--- src/rtl/fifo_rd_pkg.sv ---
// Shared constants for the FIFO read-side output stage.
//
// The output stage holds at most two words, so its occupancy fits in a
// 2-bit code. Every file of the stage imports these encodings so that the
// buffer logic and anything observing it agree on one set of values.
package fifo_rd_pkg;

   localparam int OCC_W = 2;

   localparam logic [OCC_W-1:0] EMPTY = 2'd0;
   localparam logic [OCC_W-1:0] ONE   = 2'd1;
   localparam logic [OCC_W-1:0] TWO   = 2'd2;

endpackage

--- src/rtl/fifo_rd_stream_sat_counter.sv ---
// Module sat_counter: a generic statistics counter.
//
// Ports:
//   clk   - clock
//   rst   - synchronous active-high reset, clears the count
//   clr   - synchronous clear, same effect as rst but driven by logic
//   inc   - add one to the count at this clock edge
//   count - current count (registered)
//
// SATURATE=1 makes the counter stick at all-ones. SATURATE=0 lets it wrap
// back to zero after all-ones.
module sat_counter #(
   parameter int WIDTH    = 16,
   parameter bit SATURATE = 1'b0
) (
   input  logic             clk,
   input  logic             rst,
   input  logic             clr,
   input  logic             inc,
   output logic [WIDTH-1:0] count
);

   logic [WIDTH-1:0] count_q;
   logic [WIDTH-1:0] count_d;

   // Next count. The increment is suppressed only when saturating and
   // already at the top value; the wrapping variant simply overflows.
   always_comb begin
      count_d = count_q;
      if (clr) begin
         count_d = '0;
      end else if (inc && !(SATURATE && (&count_q))) begin
         count_d = count_q + WIDTH'(1);
      end
   end

   // Count register with synchronous reset.
   always_ff @(posedge clk) begin
      if (rst) begin
         count_q <= '0;
      end else begin
         count_q <= count_d;
      end
   end

   assign count = count_q;

endmodule

--- src/rtl/fifo_rd_stream.sv ---
// Read-side output stage for the async FIFO, in the read clock domain.
//
// Takes the FIFO's first-word-fall-through port and turns it into a
// registered valid/ready stream. A two-entry buffer (head + skid) means the
// FIFO pop never has to look at downstream ready in the same cycle.
//
// Ports:
//   i_clk, i_rst   - read clock, synchronous active-high reset
//   i_fifo_empty   - FIFO empty flag
//   i_fifo_data    - FIFO head word, valid while i_fifo_empty=0
//   o_fifo_rinc    - pops the FIFO head at this clock edge
//   i_flush        - discard everything buffered here
//   o_valid/o_data - output stream word (registered)
//   i_ready        - downstream accepts o_data when o_valid=1
//   o_pop_cnt      - accepted transfers, wrapping
//   o_stall_cnt    - cycles with o_valid=1 and i_ready=0, saturating
module fifo_rd_stream
   import fifo_rd_pkg::*;
#(
   parameter int WIDTH = 8,
   parameter int CNT_W = 16
) (
   input  logic             i_clk,
   input  logic             i_rst,
   input  logic             i_fifo_empty,
   input  logic [WIDTH-1:0] i_fifo_data,
   output logic             o_fifo_rinc,
   input  logic             i_flush,
   output logic             o_valid,
   output logic [WIDTH-1:0] o_data,
   input  logic             i_ready,
   output logic [CNT_W-1:0] o_pop_cnt,
   output logic [CNT_W-1:0] o_stall_cnt
);

   logic [OCC_W-1:0] cnt_q, cnt_d;
   logic [WIDTH-1:0] head_q, head_d;
   logic [WIDTH-1:0] skid_q, skid_d;
   logic             push;
   logic             pop;
   logic             stall;

   // The pop request looks only at registered occupancy and the FIFO flag,
   // never at i_ready, so there is no combinational ready-to-rinc path.
   // With one free slot we can always absorb a new word even if downstream
   // stops accepting in the same cycle.
   always_comb begin
      push  = !i_rst && !i_flush && !i_fifo_empty && (cnt_q != TWO);
      pop   = (cnt_q != EMPTY) && i_ready;
      stall = (cnt_q != EMPTY) && !i_ready;
   end

   // Occupancy and data movement. The skid slot only fills when the head is
   // stuck, so it always holds an older word than the current FIFO head and
   // is moved into head before anything new is taken.
   always_comb begin
      cnt_d  = cnt_q;
      head_d = head_q;
      skid_d = skid_q;
      if (i_flush) begin
         cnt_d = EMPTY;
      end else begin
         case (cnt_q)
            EMPTY: begin
               if (push) begin
                  cnt_d  = ONE;
                  head_d = i_fifo_data;
               end
            end
            ONE: begin
               if (push && pop) begin
                  head_d = i_fifo_data;
               end else if (push) begin
                  cnt_d  = TWO;
                  skid_d = i_fifo_data;
               end else if (pop) begin
                  cnt_d = EMPTY;
               end
            end
            TWO: begin
               if (pop) begin
                  cnt_d  = ONE;
                  head_d = skid_q;
               end
            end
            default: begin
               cnt_d = EMPTY;
            end
         endcase
      end
   end

   // Buffer registers. Reset drops anything held here; words still in the
   // FIFO are untouched because push is forced low during reset.
   always_ff @(posedge i_clk) begin
      if (i_rst) begin
         cnt_q  <= EMPTY;
         head_q <= '0;
         skid_q <= '0;
      end else begin
         cnt_q  <= cnt_d;
         head_q <= head_d;
         skid_q <= skid_d;
      end
   end

   assign o_fifo_rinc = push;
   assign o_valid     = (cnt_q != EMPTY);
   assign o_data      = head_q;

   // Statistics run off the stream handshake only, so a flush does not
   // disturb them and a pop in the flush cycle is still counted.
   sat_counter #(
      .WIDTH   (CNT_W),
      .SATURATE(1'b0)
   ) u_pop_cnt (
      .clk  (i_clk),
      .rst  (i_rst),
      .clr  (1'b0),
      .inc  (pop),
      .count(o_pop_cnt)
   );

   sat_counter #(
      .WIDTH   (CNT_W),
      .SATURATE(1'b1)
   ) u_stall_cnt (
      .clk  (i_clk),
      .rst  (i_rst),
      .clr  (1'b0),
      .inc  (stall),
      .count(o_stall_cnt)
   );

endmodule

--- config.mk ---
export PLATFORM = sky130hd
export DESIGN_NAME = fifo_rd_stream
export DESIGN_NICKNAME = d
export VERILOG_FILES = /design/src/rtl/fifo_rd_pkg.sv /design/src/rtl/fifo_rd_stream_sat_counter.sv /design/src/rtl/fifo_rd_stream.sv
export SDC_FILE = /design/constraint.sdc
export NUM_CORES = 1
export LEC_CHECK = 0
export BUFFER_PORTS_ARGS = -buffer_cell sky130_fd_sc_hd__clkbuf_2
export CORE_MARGIN = 10
export CORE_UTILIZATION = 44
export DETAILED_ROUTE_END_ITERATION = 8
export HOLD_SLACK_MARGIN = 0.08
export PLACE_DENSITY = 0.67
export SYNTH_ARGS = -nofsm -noshare
export SYNTH_HDL_FRONTEND = slang
export SYNTH_SLANG_ARGS = --single-unit
--- constraint.sdc ---
create_clock -name i_clk -period 4.8 [get_ports i_clk]
set_input_delay 0.72 -clock i_clk [delete_from_list [all_inputs] [get_ports i_clk]]
set_output_delay 0.72 -clock i_clk [all_outputs]
set_load 0.02 [all_outputs]
After elaboration in Yosys (flattened, before gate mapping)
Index checks and enable logic that the tools add are counted.
{ "word_totals": {"ff_bits": 50, "input_bits": 13, "out_inout_bits": 42, "elab_cells": 47} }
{ "op_classes": {"addsub": 2, "eq_ne": 8, "mux": 10, "bitwise": 2, "reduce_logical": 20} }
{ "op_table": {"columns": ["op", "count"], "rows": [
  ["adder 16 x 1 -> 16 bit, second input constant", 2],
  ["2-to-1 mux 8 bit", 3],
  ["case mux 8 bit (3 select lines)", 1],
  ["AND reduction 16 bit", 1],
  ["2-to-1 mux 2 bit", 5],
  ["inequality test 2 bit, second input constant", 5],
  ["AND reduction 4 bit", 2],
  ["logical AND 1 bit", 7],
  ["case mux 2 bit (3 select lines)", 1],
  ["zero test 1 bit", 5],
  ["AND reduction 5 bit", 1],
  ["inequality test 3 bit, second input constant", 1],
  ["nonzero test 3 bit", 1],
  ["equality test 2 x 1 -> 1 bit, second input constant", 1],
  ["equality test 2 bit, second input constant", 1],
  ["zero test 2 bit", 1],
  ["inverter 1 bit", 2],
  ["nonzero test 2 bit", 1],
  ["OR reduction 2 bit", 1]
]} }

Logic depth before layout (Yosys ltp)
{ "depth": {"depth_word": 7, "mapped_depth": 6, "ltp_nobuf": 5} }

Cells and area by module
Synthesis repeated with hierarchy kept, for this count alone.
{ "unflattened": {"hier_cells": 298, "hier_area_um2": 2652.5} }
{ "by_module_without_submodules": {"columns": ["mod", "instances", "cells_per_inst", "area_per_inst_um2"], "rows": [
  ["fifo_rd_stream", 1, 102, 947.2],
  ["sat_counter at u_stall_cnt", 1, 110, 924.6],
  ["sat_counter at u_pop_cnt", 1, 86, 780.7]
]} }

Worst setup path after synthesis
OpenSTA, ideal clock, no wires.
{ "synth_path": {"path_kind": "reg2reg", "start": "register u_stall_cnt.count_q[0], in the netlist u_stall_cnt.count[0]", "end": "register u_stall_cnt.count_q[14], in the netlist u_stall_cnt.count[14]", "arrival_ns": 2.126, "slack_ns": 2.604, "stages_incl_launch_ff": 7, "n_path_buf": 1, "synth_period_minus_slack_ns": 2.196, "cell_sequence": "dfxtp_1 > ha_1 > inv_1 > or4_1 > buf_2 > or4_1 > a21oi_1"} }
{ "synth_between": {"elab_chain_len": 3} }
{ "synth_lines": {"columns": ["element", "line", "text"], "rows": [
  ["from (decl)", "fifo_rd_stream_sat_counter.sv:23", "logic [WIDTH-1:0] count_q;"],
  ["from (signal assigned)", "fifo_rd_stream_sat_counter.sv:42", "count_q <= count_d;"],
  ["parallel branches: the longest is 3 deep, another holds adder 16 x 1 -> 16 bit", null, null]
]} }
Parallel ways; which one is timed is not known.
A chain may end at the register's enable or synchronous reset.

Worst setup path in the final report
{ "layout_path": {"start": "register cnt_q[0]", "end": "output port o_fifo_rinc"} }
{ "layout_between": {"elab_chain_len": 2} }
{ "layout_lines": {"columns": ["element", "line", "text"], "rows": [
  ["from (decl)", "fifo_rd_stream.sv:36", "logic [OCC_W-1:0] cnt_q, cnt_d;"],
  ["from (signal assigned)", "fifo_rd_stream.sv:101", "cnt_q <= cnt_d;"],
  ["inequality test 2 bit", "fifo_rd_stream.sv:48", "push = !i_rst && !i_flush && !i_fifo_empty && (cnt_q != TWO);"],
  ["logical AND 1 bit", "fifo_rd_stream.sv:48", null],
  ["to (decl)", "fifo_rd_stream.sv:27", "output logic o_fifo_rinc,"]
]} }
No other way between the ends.

==> impl_metrics.yaml <==
status:
  status: "finished clean"
critical_path:
  slowest_delay_ps: 550
  path_cells: "nand2b_1 -> nand2_1 -> nor2_1 -> clkbuf_2"
  critPathKind: "reg -> out"
  cp-startpoint: "cnt_q[0]$_SDFFE_PP0P_"
  rr_startpoint: "u_stall_cnt.count[1]$_SDFFE_PP0P_"
  cp.required_ps: 4080
  end_kind: "output port"
  arrival_ps: 1680
  slowest_stage: "dfxtp_1"
  cp-start-kind: "register"
  critPathMaxFanout: 12
final_layout:
  multi_input_area_sq_um: 1340
  finalNetCount: 342
  nFillCells: 506
  design_area_sq_um: 2790
  ff_latch_area_sq_um: 1000
  area_growth_pct: 16.6
  layout-drive-gt1-share: 0.245
  n_antenna_cell: 0
drt:
  dr.pass1.iters: 4
  drc_errors: 0
  wl_per_cell_um: 14.5
  routed_wl_um: 5750
  avgViaCountPerCell: 5.45
  drtIter0Drc: 107
  vias: 2165
  ant_nets: 0
timing:
  setup_viol: 0
  fin_crit_ps: 2400
  clock_skew_ps: 7.02
  hold_viol: 0
  rsz0062_at_grt: "no"
  slew_viol_final: 0
  clock.fmax_mhz: 417
  fin_crit_sh: 0.500
  worst_slew_pin_slew_ps: 913
  relSlewSlack: 0.388
  setup_tns_ps: 0
cts:
  cts_buffers: 5
  root_buffer: "clkbuf_8"
  htreeDepth: 2
  clk_latency_ps: 300
  cts_setup_buffers: 0
  clk_pin_slew_ps: 90
  hold_buffers: 0
  cts_tree: "built"
  clock_sinks: 50
  ctsResizeCount: 0
  clock_path_buffers: 2
logic_synthesis:
  syn_inst: 277
  synthDistinctLibCells: 44
  yosys_register_bits: 50
  syn-num-nets: 292
  avgSynthCellArea_sq_um: 8.63
  ys.flop_type: "dfxtp_1"
  synth-edff-count: 0
  syn_area_sq_um: 2390
  async_reset_ff_frac: 0
  yosys_warnings: 0
  ys_seq_area_frac: 0.419
floorplanning:
  fp.coreArea_sq_um: 5170
  die_x_um: 93.7
  num_rows: 26
  dieHeight_um: 93.7
  start_util: 0.462
  num_io_pins: 55
  dieArea_sq_um: 8780
placed_design:
  dp_hpwl_um: 4200
  routabilityCongestion: 0.805
  postPlaceCellArea_sq_um: 2710
  portBuffers: 54
grt:
  grt_pass1_vias: 2012
  grt_pass1_wl_um: 9450
  antenna_found_initial: 0
  track_usage: 0.130
  overflow: 0
  grt_max_degree: 41
hold_path:
  hold_start: "skid_q[5]$_SDFFE_PP0P_"
  hold_class: "reg -> reg"
run:
  maxCapViolations: 0
power_and_ir_drop:
  p_per_area_nw_per_um2: 259
  p_leak_nw: 1.10
  ir_worst_vdd_uv: 131
-- layout make-up --
class | instances | share of cell area
inverters | 2 | 0.00269
clock inverters | 2 | 0.00359
well taps | 70 | 0.0314
flip-flops and latches | 50 | 0.359
clock buffers | 5 | 0.0247
repair buffers | 55 | 0.0996
multi-input cells | 213 | 0.479
-- cells in the mapped netlist, types with 2 or more instances --
library cell	instances	area, sq um
nor3_1	25	125
or4_1	5	37.5
mux2_2	13	146
nand4_1	9	56.3
or3_1	7	43.8
and3_1	3	18.8
o21ai_0	6	30.0
dfxtp_1	50	1000
a21oi_1	21	105
nor2_1	33	124
ha_1	2	25.0
nor2b_1	6	37.5
inv_1	2	7.51
mux2i_1	10	100
and4_1	2	17.5
xor2_1	2	17.5
xnor2_1	9	78.8
nand3_1	8	40.0
o31ai_1	4	30.0
a31oi_1	3	18.8
buf_1	2	7.51
a211oi_1	2	15.0
clkbuf_1	9	33.8
nor4_1	8	50.1
nand2b_1	4	25.0
nand2_1	14	52.6
-- metrics by stage --
| step | hold WS [ps] | util | cells | total power [mW] | setup WS (ps) |
|---|---|---|---|---|---|
| floorplan | 459 | - | 277 | 0.476 | 2600 |
| global placement | 472 | 0.524 | 390 | 0.496 | 2250 |
| detailed placement | 484 | 0.524 | 390 | 0.498 | 2190 |
| CTS | 501 | 0.539 | 397 | 0.733 | 2350 |
| global route | 529 | 0.539 | 397 | 0.755 | 2220 |
| finish | 501 | 0.539 | 397 | 0.723 | 2400 |
-- critical path, delay by kind of cell, from the launching register on --
kind          cells  cell delay (ps)
flops             1              550
simple gates      3              650
buf+inv           1              170
-- worst paths after layout --
check	to	slack (ps)	cells past startpoint
worst max-delay path	o_fifo_rinc	2400	4
worst min-delay path	skid_q[5]$_SDFFE_PP0P_	500	2
worst max register to register	u_stall_cnt.count[14]$_SDFFE_PP0P_	2520	5
worst min register to register	skid_q[5]$_SDFFE_PP0P_	500	2
-- layout by cell type (no fill, tap or decap), types with 5 or more instances in the layout --
cell type	count
a21oi_1	21
clkbuf_2	54
nand4_1	9
nor3_1	25
mux2i_1	10
or3_1	7
nand2_1	14
nand3_1	8
dfxtp_1	50
nor2b_1	6
clkbuf_8	5
nor4_1	8
mux2_2	13
nor2_1	33
o21ai_0	6
or4_1	5
xnor2_1	9
-- sequential cells by signal, indices dropped and copies added (netlist names) --
name,count
cnt_q,2
o_data,8
u_stall_cnt.count,16
u_pop_cnt.count,16
skid_q,8
-- cell families (layout without fill, tap and decap cells) --
logic type / count (synthesis) / in the layout / share of synthesized area
AOI/OAI and AO/OA: 47 / 47 / 0.121
xor gates and xnor gates: 11 / 11 / 0.0403
adders and majority gates: 2 / 2 / 0.0105
buffers and inverters: 14 / 64 / 0.0225
DFF: 50 / 50 / 0.419
muxes: 23 / 23 / 0.103
and+or+nand+nor: 130 / 130 / 0.283
-- layer usage --
layer	wire length [um]	track usage
met5	0	0
met4	65	0.0418
met3	464	0.0584
met2	2480	0.192
met1	2740	0.165
-- power breakdown --
part | internal, mW | total (mW) | switching [mW]
Clock | 0.0982 | 0.236 | 0.138
Sequential | 0.421 | 0.428 | 0.00631
Combinational | 0.0234 | 0.0598 | 0.0364
Note: power is estimated with default switching activity, not from simulation.
